**config.mk**
```make
export PLATFORM = sky130hd
export DESIGN_NAME = irq_pending_ctrl_flat
export DESIGN_NICKNAME = d
export VERILOG_FILES = /design/src/rtl/irq_pkg.sv /design/src/rtl/irq_pending_ctrl_if.sv /design/src/rtl/edge_capture.sv /design/src/rtl/irq_pending_ctrl.sv /design/src/flat_wrapper.sv
export SDC_FILE = /design/constraint.sdc
export NUM_CORES = 1
export LEC_CHECK = 0
export CAP_MARGIN = 20
export CORE_UTILIZATION = 43
export DETAILED_ROUTE_END_ITERATION = 12
export GPL_ROUTABILITY_DRIVEN = 0
export GPL_TIMING_DRIVEN = 1
export MAX_ROUTING_LAYER = met4
export PLACE_DENSITY = 0.76
export SYNTH_ARGS = -nofsm -noshare
export SYNTH_HDL_FRONTEND = slang
export SYNTH_SLANG_ARGS = --single-unit
```
**constraint.sdc**
```tcl
create_clock -name clk -period 1.23 [get_ports clk]
set_input_delay 0.123 -clock clk [delete_from_list [all_inputs] [get_ports clk]]
set_output_delay 0.123 -clock clk [all_outputs]
set_load 0.005 [all_outputs]
```
**src/rtl/irq_pkg.sv**
```systemverilog
// Shared types and defaults for the interrupt pending/presentation front end.
package irq_pkg;

  localparam int unsigned N_SRC_DEF = 4;

  typedef enum logic [1:0] {
    IDLE = 2'd0,
    REQ  = 2'd1,
    GAP  = 2'd2
  } irq_state_t;

  // Index width that stays at least one bit for a single-source build.
  function automatic int unsigned idx_width(input int unsigned n);
    return (n > 1) ? $clog2(n) : 1;
  endfunction

endpackage

```
**src/rtl/irq_pending_ctrl_if.sv**
```systemverilog
// Request/encoder-side signal bundle for irq_pending_ctrl.
interface irq_pending_ctrl_if
  import irq_pkg::*;
#(
  parameter int unsigned N_SRC = N_SRC_DEF,
  parameter int unsigned IDX_W = idx_width(N_SRC)
);

  logic [N_SRC-1:0] irq_in;
  logic [N_SRC-1:0] irq_mask;
  logic             irq_ack;
  logic [IDX_W-1:0] ack_idx;
  logic [N_SRC-1:0] irq_vec;
  logic             irq_valid;
  logic [N_SRC-1:0] pend;
  logic             ack_err;

  modport master (
    output irq_in, irq_mask, irq_ack, ack_idx,
    input  irq_vec, irq_valid, pend, ack_err
  );

  modport slave (
    input  irq_in, irq_mask, irq_ack, ack_idx,
    output irq_vec, irq_valid, pend, ack_err
  );

endinterface

```
**src/rtl/edge_capture.sv**
```systemverilog
// Rising-edge detection on raw request lines into sticky pending bits.
module edge_capture
  import irq_pkg::*;
#(
  parameter int unsigned N_SRC = N_SRC_DEF
) (
  input  logic             clk,
  input  logic             rst_n,
  input  logic [N_SRC-1:0] irq_in,
  input  logic [N_SRC-1:0] clr,
  output logic [N_SRC-1:0] pend
);

  logic [N_SRC-1:0] prev_in;
  logic [N_SRC-1:0] rise;

  assign rise = irq_in & ~prev_in;

  // prev_in resets high so lines already asserted at reset release are not edges.
  // A new rise overrides a same-cycle clear so no event is lost.
  always_ff @(posedge clk) begin
    if (!rst_n) begin
      prev_in <= '1;
      pend    <= '0;
    end else begin
      prev_in <= irq_in;
      pend    <= (pend & ~clr) | rise;
    end
  end

endmodule

```
**src/rtl/irq_pending_ctrl.sv**
```systemverilog
// Presents a frozen masked pending snapshot to the priority encoder and clears on ack.
module irq_pending_ctrl
  import irq_pkg::*;
#(
  parameter int unsigned N_SRC = N_SRC_DEF,
  parameter int unsigned IDX_W = idx_width(N_SRC)
) (
  input  logic               clk,
  input  logic               rst_n,
  irq_pending_ctrl_if.slave  bus
);

  irq_state_t       state;
  logic [N_SRC-1:0] pend;
  logic [N_SRC-1:0] mpend;
  logic [N_SRC-1:0] ack_sel;
  logic [N_SRC-1:0] clr;
  logic             ack_legal;
  logic [N_SRC-1:0] vec_q;
  logic             valid_q;
  logic             err_q;

  // One-hot decode of ack_idx; out-of-range indices decode to zero.
  always_comb begin
    ack_sel = '0;
    for (int unsigned i = 0; i < N_SRC; i++) begin
      ack_sel[i] = (bus.ack_idx == IDX_W'(i));
    end
  end

  assign ack_legal = |(ack_sel & vec_q);
  assign clr       = (state == REQ && bus.irq_ack && ack_legal) ? ack_sel : '0;
  assign mpend     = pend & bus.irq_mask;

  edge_capture #(.N_SRC(N_SRC)) u_edge_capture (
    .clk    (clk),
    .rst_n  (rst_n),
    .irq_in (bus.irq_in),
    .clr    (clr),
    .pend   (pend)
  );

  // Snapshot/handshake FSM: IDLE loads, REQ holds until ack, GAP deasserts one cycle.
  always_ff @(posedge clk) begin
    if (!rst_n) begin
      state   <= IDLE;
      vec_q   <= '0;
      valid_q <= 1'b0;
      err_q   <= 1'b0;
    end else begin
      err_q <= 1'b0;
      case (state)
        IDLE: begin
          valid_q <= 1'b0;
          if (bus.irq_ack) err_q <= 1'b1;
          if (|mpend) begin
            vec_q   <= mpend;
            valid_q <= 1'b1;
            state   <= REQ;
          end
        end
        REQ: begin
          if (bus.irq_ack) begin
            err_q   <= ~ack_legal;
            vec_q   <= '0;
            valid_q <= 1'b0;
            state   <= GAP;
          end
        end
        GAP: begin
          if (bus.irq_ack) err_q <= 1'b1;
          vec_q   <= '0;
          valid_q <= 1'b0;
          state   <= IDLE;
        end
        default: begin
          vec_q   <= '0;
          valid_q <= 1'b0;
          state   <= IDLE;
        end
      endcase
    end
  end

  assign bus.irq_vec   = vec_q;
  assign bus.irq_valid = valid_q;
  assign bus.pend      = pend;
  assign bus.ack_err   = err_q;

endmodule

```
**src/flat_wrapper.sv**
```systemverilog
// flat-port wrapper written by rule: the top's interface ports become plain ports
module irq_pending_ctrl_flat import irq_pkg::*;
#(
  parameter int unsigned N_SRC = N_SRC_DEF,
  parameter int unsigned IDX_W = idx_width(N_SRC)
)
  (clk, rst_n, bus_irq_in, bus_irq_mask, bus_irq_ack, bus_ack_idx, bus_irq_vec, bus_irq_valid, bus_pend, bus_ack_err);
  irq_pending_ctrl_if #(.N_SRC(N_SRC), .IDX_W(IDX_W)) bus_i ();
  input  logic clk;
  input  logic rst_n;
  input wire logic [$bits(bus_i.irq_in)-1:0] bus_irq_in;
  input wire logic [$bits(bus_i.irq_mask)-1:0] bus_irq_mask;
  input wire logic [$bits(bus_i.irq_ack)-1:0] bus_irq_ack;
  input wire logic [$bits(bus_i.ack_idx)-1:0] bus_ack_idx;
  output wire logic [$bits(bus_i.irq_vec)-1:0] bus_irq_vec;
  output wire logic [$bits(bus_i.irq_valid)-1:0] bus_irq_valid;
  output wire logic [$bits(bus_i.pend)-1:0] bus_pend;
  output wire logic [$bits(bus_i.ack_err)-1:0] bus_ack_err;
  assign bus_i.irq_in = bus_irq_in;
  assign bus_i.irq_mask = bus_irq_mask;
  assign bus_i.irq_ack = bus_irq_ack;
  assign bus_i.ack_idx = bus_ack_idx;
  assign bus_irq_vec = bus_i.irq_vec;
  assign bus_irq_valid = bus_i.irq_valid;
  assign bus_pend = bus_i.pend;
  assign bus_ack_err = bus_i.ack_err;
  irq_pending_ctrl #(.N_SRC(N_SRC), .IDX_W(IDX_W)) u_core (.clk(clk), .rst_n(rst_n), .bus(bus_i));
endmodule
```
-- Yosys cells after proc, flatten, opt, wreduce, memory -nomap -nowiden
Index checks and enable logic that the tools add are counted.
W data, S select, Z words.
- flip-flop bits (word level): 16
- input port bits: 13
- output and inout port bits: 10
- logic and storage cells: 42
- equality and inequality tests: 7
- muxes and demuxes: 13
- bitwise gates (word level): 8
- reduce and logical (&&, ||, !) cells: 8
- operator list (cell ; count):
    $and A4 B4 Y4 ; 4
    $mux W4 ; 3
    $not A4 Y4 ; 2
    $pmux W4 S2 ; 1
    $reduce_or A4 Y1 ; 2
    $eq A2 B2 Y1 const B ; 3
    $eq A2 B1 Y1 const B ; 2
    $logic_not A2 Y1 ; 2
    $mux W1 ; 4
    $mux W2 ; 2
    $or A4 B4 Y4 ; 1
    $pmux W1 S2 ; 2
    $pmux W2 S2 ; 1
    $logic_and A1 B1 Y1 ; 2
    $ne A2 B1 Y1 const B ; 1
    $ne A2 B2 Y1 const B ; 1
    $reduce_and A2 Y1 ; 1
    $reduce_or A2 Y1 ; 1
    $not A1 Y1 ; 1

-- Longest topological paths before layout
Gate-level depths: netlist (run 1).
- depth in word-level cells: 8
- gate-level depth with buffers: 3
- depth with buffers taken out: 3

-- By module
Synthesis (run 1) repeated with hierarchy kept, for this count alone.
- cell total of the unflattened synthesis: 59
- area total of the unflattened synthesis: 634.4 um^2
- modules (own cells, without submodules) (module ; times used ; cells an instance ; area each (um^2) ; sequential area each (um^2)):
    irq_pending_ctrl ; 1 ; 35 ; 369.1 ; 160.2
    edge_capture ; 1 ; 24 ; 265.3 ; 160.2

-- Worst setup path before layout (run 1)
No wires, ideal clock.
- path type: register to register
- start: reg u_core.vec_q[3] (netlist: u_core.bus.irq_vec[3])
- end: reg u_core.err_q (netlist: u_core.bus.ack_err)
- library setup time: 0.060 ns
- arrival: 1.026 ns
- data required time: 1.170 ns
- setup slack: 0.144 ns
- stages on the path, launching flop included: 4
- buffers on the path: 0
- clock period less this slack: 1.086 ns
- path through: dfxtp_1 mux4_2 o21ai_1 and3_1
- cells in the longest elaborated chain, start to end: 5
- ends and longest elaborated chain (element ; RTL line ; text):
    start: declaration ; irq_pending_ctrl.sv:19 ; logic [N_SRC-1:0] vec_q;
    start signal: assignment ; irq_pending_ctrl.sv:57 ; vec_q <= mpend;
    $and A4 B4 Y4 ; irq_pending_ctrl.sv:31 ; assign ack_legal = |(ack_sel & vec_q);
    $reduce_or A4 Y1 ; irq_pending_ctrl.sv:31 ;
    $not A1 Y1 ; irq_pending_ctrl.sv:64 ; err_q <= ~ack_legal;
    $mux W1 ; irq_pending_ctrl.sv:63 ; if (bus.irq_ack) begin
    $pmux W1 S2 ; irq_pending_ctrl.sv:52 ; case (state)
    end signal: assignment ; irq_pending_ctrl.sv:64 ;
    end: declaration ; irq_pending_ctrl.sv:21 ; logic err_q;
Every way passes these cells.
A chain may end at the register's enable or synchronous reset.

-- Final worst setup path (run 1)
- start: in bus_ack_idx[0]
- end: reg u_core.err_q (netlist: u_core.bus.ack_err)
- cells in the longest elaborated chain, start to end: 6
- elaborated cells on any way between the ends: 9
- classes of those cells: eq/ne: 3; mux: 2; bitwise: 2; reduce/logical: 2
- ends and longest elaborated chain (element ; RTL line ; text):
    start: declaration ; flat_wrapper.sv:14 ; input wire logic [$bits(bus_i.ack_idx)-1:0] bus_ack_idx;
    $eq A2 B1 Y1, or another cell as far along ; irq_pending_ctrl.sv:27 ; ack_sel[i] = (bus.ack_idx == IDX_W'(i));
    $and A4 B4 Y4 * ; irq_pending_ctrl.sv:31 ;
    $reduce_or A4 Y1 * ; irq_pending_ctrl.sv:31 ;
    $not A1 Y1 * ; irq_pending_ctrl.sv:64 ;
    $mux W1 * ; irq_pending_ctrl.sv:63 ;
    $pmux W1 S2 * ; irq_pending_ctrl.sv:52 ;
Mark *: on every way between the ends. The rest lies on a longest branch, timed or not.

==> out/results.txt, run 1 <==
outcome: complete, no violations
ANT cells: 0
first-pass GRT wire length: 2718 um
Total Neg Setup Slack: 0 ns
Critical Path AT: 1.39 ns
Clock Skew: 0.001611 ns
boundary pin count: 23
Tot Pwr: 1.183 mW
htree depth: 1
Final ANT Viol Nets: 0
via/cell ratio: 5.719
Post-Route WL: 1605 um
reg-to-reg critical path endpoint: u_core.bus.irq_vec[3]$_SDFFE_PN0P_
Worst EP required: 1.47 ns
crit end category: flop
Finish-stage setup viols: 0
filler cell count: 117
height of the die: 41.75 um
worst min path class: in2reg
floorplan row count: 13
ratio of final minimum period to clock period: 93.79%
placed cells: 107
HP Start: bus_irq_in[3]
Reg area: 337.8 sq um
Yosys cell types: 19
r2r setup slk: 0.09 ns
Hold Path End: u_core.u_edge_capture.pend[3]$_SDFF_PN0_
reg-to-reg startpoint: u_core.u_edge_capture.pend[2]$_SDFF_PN0_
synthesized cell area: 679.4 sq um
Area Growth Syn to Fin: 51.38%
P_leak: 0.4174 nW
Seq/Total Area, Yosys: 47.15%
critical path startpoint category: primary input
Max IR drop VDD: 692.3 uV
Synth Area per Inst: 10.29 sq um
worst r2r path cells: 4
max frequency: 866.9 MHz
MaxCap Viol Count: 0
Clock Tree Buf Depth: 2
total global-route track usage: 20.90%
gr ovfl total: 0
full die area: 1743 sq um
vias in the first global route: 643
PwrDens: 1150 nW/um^2
Design Area, Final: 1028 sq um
largest net degree at the start of global routing: 12
#FFs+latches synth: 16
Mapped Cells: 66
first-pass iteration count of the detailed router: 4
Final Hold Viols: 0
CTS tree: yes
slew margin rel.: 78.28%
Finished Layout Cells: 114
Starting Density: 49.14%
CTS clk-pin slew, worst paths: 0.09 ns
Num CTS Buffers: 3
post-layout util: 74.39%
# port buffers: 22
multi-input logic area: 356.6 sq um
DP HPWL: 1154 um
initial antenna violation count: 0
Die Span X: 41.75 um
Worst Path Class, Setup: in2reg
WHS Path Cells: 3
Max Fanout on Critical Path: 2
clock latency on the worst-skew pair: 0.29 ns
Avg WL per Cell: 14.08 um
fin. max-slew vios: 0
core area: 1383 sq um
clock root buffer: clkbuf_4
Post-route DRC: 0
clk sinks: 16
Worst Tran Pin Value: 0.3217 ns
Vias: 652
fraction of layout cells with a size suffix above 1: 25.25%
Mapped Nets: 79
DR iter-0 viols: 19
DP Area: 955.9 sq um
Synthesis Warnings: 0
min cycle time layout: 1.154 ns
Final nets: 113
## placed cells by master (no fill, tap or decap)
cell type	instances
a211oi_1	5
a21boi_0	7
a221oi_1	4
a22oi_1	1
a22oi_2	1
and3_1	1
and3b_1	1
buf_4	9
clkbuf_4	3
clkbuf_8	1
clkdlybuf4s50_1	12
dfxtp_1	6
dfxtp_2	8
dfxtp_4	2
dlygate4sd2_1	9
dlymetal6s2s_1	1
mux4_2	1
nand2_1	3
nand2b_1	14
nand3_1	1
nand3b_1	1
nand4bb_1	1
nor3b_1	2
o21ai_0	1
o21ai_1	1
o311ai_0	1
o41ai_1	2
## routing by layer
metal | track usage, % | part of all wire, % | vias to the layer above
li1 | - | - | 320
met1 | 24.25 | 48 | 310
met2 | 33.75 | 45 | 18
met3 | 6.522 | 4.8 | 4
met4 | 7.742 | 1.7 | 0
met5 | - | 0 | -
## synthesized netlist by cell type
library cell / count / area [sq um]
and3b_1: 1 / 8.760
o21ai_1: 1 / 5.000
dfxtp_1: 16 / 320.3
a22oi_1: 2 / 15.01
o311ai_0: 1 / 8.760
nand3_1: 1 / 5.000
mux4_2: 1 / 22.52
clkbuf_1: 2 / 7.510
a211oi_1: 5 / 37.54
and3_1: 1 / 6.260
a21boi_0: 7 / 52.55
o21ai_0: 1 / 5.000
a221oi_1: 4 / 35.03
nand3b_1: 1 / 7.510
nor3b_1: 2 / 15.01
nand2_1: 3 / 11.26
nand2b_1: 14 / 87.58
nand4bb_1: 1 / 11.26
o41ai_1: 2 / 17.52
## how the worst max path moves through the flow
stage | end | slack [ns] | start
5_1_grt | u_core.bus.irq_vec[3]$_SDFFE_PN0P_ | -0.0007 | u_core.u_edge_capture.pend[2]$_SDFF_PN0_
3_5_place_dp | u_core.bus.ack_err$_SDFF_PN0_ | -0.21 | bus_ack_idx[0]
4_1_cts | bus_ack_err | -0.008 | u_core.bus.ack_err$_SDFF_PN0_
6_report | u_core.bus.ack_err$_SDFF_PN0_ | 0.08 | bus_ack_idx[0]
2_1_floorplan | u_core.bus.ack_err$_SDFF_PN0_ | 0.14 | u_core.bus.irq_vec[3]$_SDFFE_PN0P_
3_3_place_gp | u_core.bus.ack_err$_SDFF_PN0_ | -0.20 | bus_ack_idx[0]
## timing repair
item | 4_1_cts | 5_1_grt
setup buffers | 7 | 0
hold buffers | 0 | 0
setup endpoints to repair | 10 | 4
gates resized for setup | 20 | 3
pin swaps | 0 | 2
## critical path, cell delays in order
cell and delay [ns]:
clkdlybuf4s50_1 0.50, mux4_2 0.50, o21ai_1 0.13, and3_1 0.14
## flip-flops by register name, indices dropped and copies added (netlist names)
register,flops
u_core.bus.irq_valid,1
u_core.state,2
u_core.bus.ack_err,1
u_core.u_edge_capture.prev_in,4
u_core.u_edge_capture.pend,4
u_core.bus.irq_vec,4
## report_power, final
group	switching, mW	internal [mW]	leakage (nW)	total (mW)
sequential	0.0314	0.563	0.136	0.594
combinational	0.0956	0.148	0.260	0.243
clock	0.165	0.181	0.0210	0.345
## metrics by stage
step	setup WS, ns	hold WS (ns)
after global placement	-0.2003	0.4673
after floorplan	0.1437	0.1960
after detailed placement	-0.2137	0.4710
after global routing	-0.0006926	0.4134
after CTS	-0.007547	0.3959
final	0.07642	0.4034
## cells by family after synthesis
logic type	after synthesis	synth area share [%]
AND/OR/NAND/NOR	24	22.47
AO/OA/AOI/OAI	23	25.97
flip-flops	16	47.15
buffers and inverters	2	1.105
multiplexers	1	3.315
## cell type report
| class | count | share of cell area [%] |
|---|---|---|
| multi-input cells | 48 | 34.67 |
| flip-flops and latches | 16 | 32.85 |
| repair buffers | 31 | 27.13 |
| clock buffers | 4 | 3.528 |
| well taps | 15 | 1.825 |
Power figures use the tool's default switching activity.
==> run 2: changes to the inputs <==
--- a/config.mk
+++ b/config.mk
@@ -5,13 +5,13 @@
 export SDC_FILE = /design/constraint.sdc
 export NUM_CORES = 1
 export LEC_CHECK = 0
-export CAP_MARGIN = 20
-export CORE_UTILIZATION = 43
+export CAP_MARGIN = 10
+export CORE_UTILIZATION = 46
 export DETAILED_ROUTE_END_ITERATION = 12
 export GPL_ROUTABILITY_DRIVEN = 0
 export GPL_TIMING_DRIVEN = 1
 export MAX_ROUTING_LAYER = met4
-export PLACE_DENSITY = 0.76
+export PLACE_DENSITY = 0.81
 export SYNTH_ARGS = -nofsm -noshare
 export SYNTH_HDL_FRONTEND = slang
 export SYNTH_SLANG_ARGS = --single-unit
==> constraint.sdc (replaced) <==
create_clock -name clk -period 1.5 [get_ports clk]
set_input_delay 0.15 -clock clk [delete_from_list [all_inputs] [get_ports clk]]
set_output_delay 0.15 -clock clk [all_outputs]
set_load 0.005 [all_outputs]
==> out/results.txt, run 2 (same netlist as run 1, synthesis figures left out) <==
outcome: complete, no violations (unchanged)
fin. max-slew vios: 0 (unchanged)
reg-to-reg critical path endpoint: u_core.bus.irq_vec[0]$_SDFFE_PN0P_ (was u_core.bus.irq_vec[3]$_SDFFE_PN0P_)
htree depth: 1 (unchanged)
PwrDens: 986.4 nW/um^2 (was 1150 nW/um^2)
critical path startpoint category: flop (was primary input)
Critical Path AT: 1.25 ns (was 1.39 ns)
post-layout util: 73.26% (was 74.39%)
slowest CP cell: clkdlybuf4s50_1 (unchanged)
Clock Skew: 0.002698 ns (was 0.001611 ns)
Max Fanout on Critical Path: 5 (was 2)
ratio of final minimum period to clock period: 93.11%
vias in the first global route: 526 (was 643)
Post-route DRC: 0 (unchanged)
CP bufs+invs: 1 (unchanged)
Area Growth Syn to Fin: 43.83% (was 51.38%)
Final Hold Viols: 0 (unchanged)
Die Span X: 40.43 um (was 41.75 um)
Max IR drop VDD: 811.4 uV (was 692.3 uV)
Finished Layout Cells: 109 (was 114)
clk sinks: 16 (unchanged)
Post-CTS Resized: 0 (was 20)
DR iter-0 viols: 47 (was 19)
min cycle time layout: 1.397 ns
filler cell count: 100 (was 117)
fraction of layout cells with a size suffix above 1: 9.574% (was 25.25%)
Clock Tree Buf Depth: 2 (unchanged)
Num CTS Buffers: 3 (unchanged)
placed cells: 105 (was 107)
clock root buffer: clkbuf_4 (unchanged)
worst path cell trace: clkdlybuf4s50_1 (was clkdlybuf4s50_1 > mux4_2 > o21ai_1 > and3_1)
boundary pin count: 23 (unchanged)
RSZ-0062 raised after global routing: no
HP Start: bus_irq_in[2] (was bus_irq_in[3])
hold slack: 0.4561 ns (was 0.4034 ns)
ANT cells: 0 (unchanged)
crit end category: output pin (was flop)
post-CTS setup repair buffer count: 0 (was 7)
DP HPWL: 1187 um (was 1154 um)
Setup crit start: u_core.bus.irq_vec[0]$_SDFFE_PN0P_ (was bus_ack_idx[0])
Final ANT Viol Nets: 0 (unchanged)
Worst EP required: 1.35 ns (was 1.47 ns)
first-pass iteration count of the detailed router: 4 (unchanged)
Post-CTS Hold Fix Bufs: 0 (unchanged)
height of the die: 40.43 um (was 41.75 um)
top cell family by delay on the critical path: buffers and inverters (unchanged)
Post-Route WL: 1590 um (was 1605 um)
max incr delay on CP: 0.54 ns (was 0.50 ns)
P_leak: 0.3365 nW (was 0.4174 nW)
Hold Path End: u_core.u_edge_capture.pend[2]$_SDFF_PN0_ (was u_core.u_edge_capture.pend[3]$_SDFF_PN0_)
initial antenna violation count: 0 (unchanged)
Avg WL per Cell: 14.59 um (was 14.08 um)
WHS Path Cells: 3 (unchanged)
Worst Path Class, Setup: reg2out (was in2reg)
total global-route track usage: 22.29% (was 20.90%)
r2r setup slk: 0.34 ns (was 0.09 ns)
CTS tree: yes (unchanged)
multi-input logic area: 351.6 sq um (was 356.6 sq um)
Starting Density: 50.94% (was 49.14%)
largest net degree at the start of global routing: 12 (unchanged)
max frequency: 716.0 MHz
worst min path class: in2reg (unchanged)
core area: 1334 sq um (was 1383 sq um)
full die area: 1635 sq um (was 1743 sq um)
worst r2r path cells: 3 (was 4)
MaxCap Viol Count: 0 (unchanged)
# port buffers: 22 (unchanged)
commonest non-fill, non-tap cell in the layout: clkdlybuf4s50_1 (was nand2b_1)
CTS clk-pin slew, worst paths: 0.09 ns (about the same)
Worst Tran Pin Value: 0.3236 ns (was 0.3217 ns)
clock latency on the worst-skew pair: 0.28 ns (was 0.29 ns)
first-pass GRT wire length: 2277 um (was 2718 um)
Finish-stage setup viols: 0 (unchanged)
via/cell ratio: 5.927 (was 5.719)
Reg area: 320.3 sq um (was 337.8 sq um)
floorplan row count: 13 (unchanged)
Tot Pwr: 963.9 uW (was 1.183 mW)
Total Neg Setup Slack: 0 ns (unchanged)
Vias: 646 (was 652)
reg-to-reg startpoint: u_core.u_edge_capture.pend[1]$_SDFF_PN0_ (was u_core.u_edge_capture.pend[2]$_SDFF_PN0_)
gr ovfl total: 0 (unchanged)
Final nets: 108 (was 113)
most frequent cells in the layout: clkdlybuf4s50_1, dfxtp_1, nand2b_1, a21boi_0, a211oi_1 (was nand2b_1, clkdlybuf4s50_1, dlygate4sd2_1, buf_4, dfxtp_2)
slew margin rel.: 78.15% (was 78.28%)
-- run 2: cell types whose count changed in the layout (fill, tap and decap cells not counted), sizes merged --
cell,change
clkdlybuf4s50,+10
dlygate4sd2,-9
buf,-5
dlymetal6s2s,-1
-- run 2: worst max-delay path by stage --
stage | depth (start not counted) | endpoint
floorplan | 3 | u_core.bus.ack_err$_SDFF_PN0_
global placement | 4 | u_core.bus.ack_err$_SDFF_PN0_
detailed placement | 4 | u_core.bus.ack_err$_SDFF_PN0_
CTS | 1 | bus_irq_vec[0]
global route | 1 | bus_irq_vec[0]
finish | 1 | bus_irq_vec[0]
-- run 2: final cells by class --
cell class	instances	share of cell area, %
repair buffers	26	25.61
multi-input cells	48	35.98
flip-flops and latches	16	32.78
well taps	15	1.921
clock buffers	4	3.713
-- run 2: metrics by stage --
| stage | instance area (sq um) | worst slack [ns] |
|---|---|---|
| final | 977.2 | 0.1033 |
| after global routing | 977.2 | 0.05114 |
| after CTS | 977.2 | 0.1021 |
| after detailed placement | 940.9 | 0.03582 |
| after global placement | 940.9 | 0.03597 |
| after floorplan | 679.4 | 0.4137 |
-- run 2: where the power goes --
part / switching (mW) / internal, mW
logic: 0.0720 / 0.124
registers: 0.0312 / 0.458
clock network: 0.131 / 0.148
total: 0.234 / 0.730
-- run 2: routing by layer --
layer	wire length, um	part of all wire [%]	track usage, %	vias up
met5	0	0	-	-
met4	29	1.8	9.167	0
met3	103	6.5	8.333	6
met2	732	46	34.13	25
met1	725	46	26.01	302
li1	-	-	-	313
==> run 3: changes to the inputs <==
--- a/config.mk
+++ b/config.mk
@@ -12,6 +12,7 @@
 export GPL_TIMING_DRIVEN = 1
 export MAX_ROUTING_LAYER = met4
 export PLACE_DENSITY = 0.81
+export SLEW_MARGIN = 20
 export SYNTH_ARGS = -nofsm -noshare
 export SYNTH_HDL_FRONTEND = slang
 export SYNTH_SLANG_ARGS = --single-unit
==> results of run 3 <==
Same layout as run 2: the final DEF is identical, and so are final timing and power.
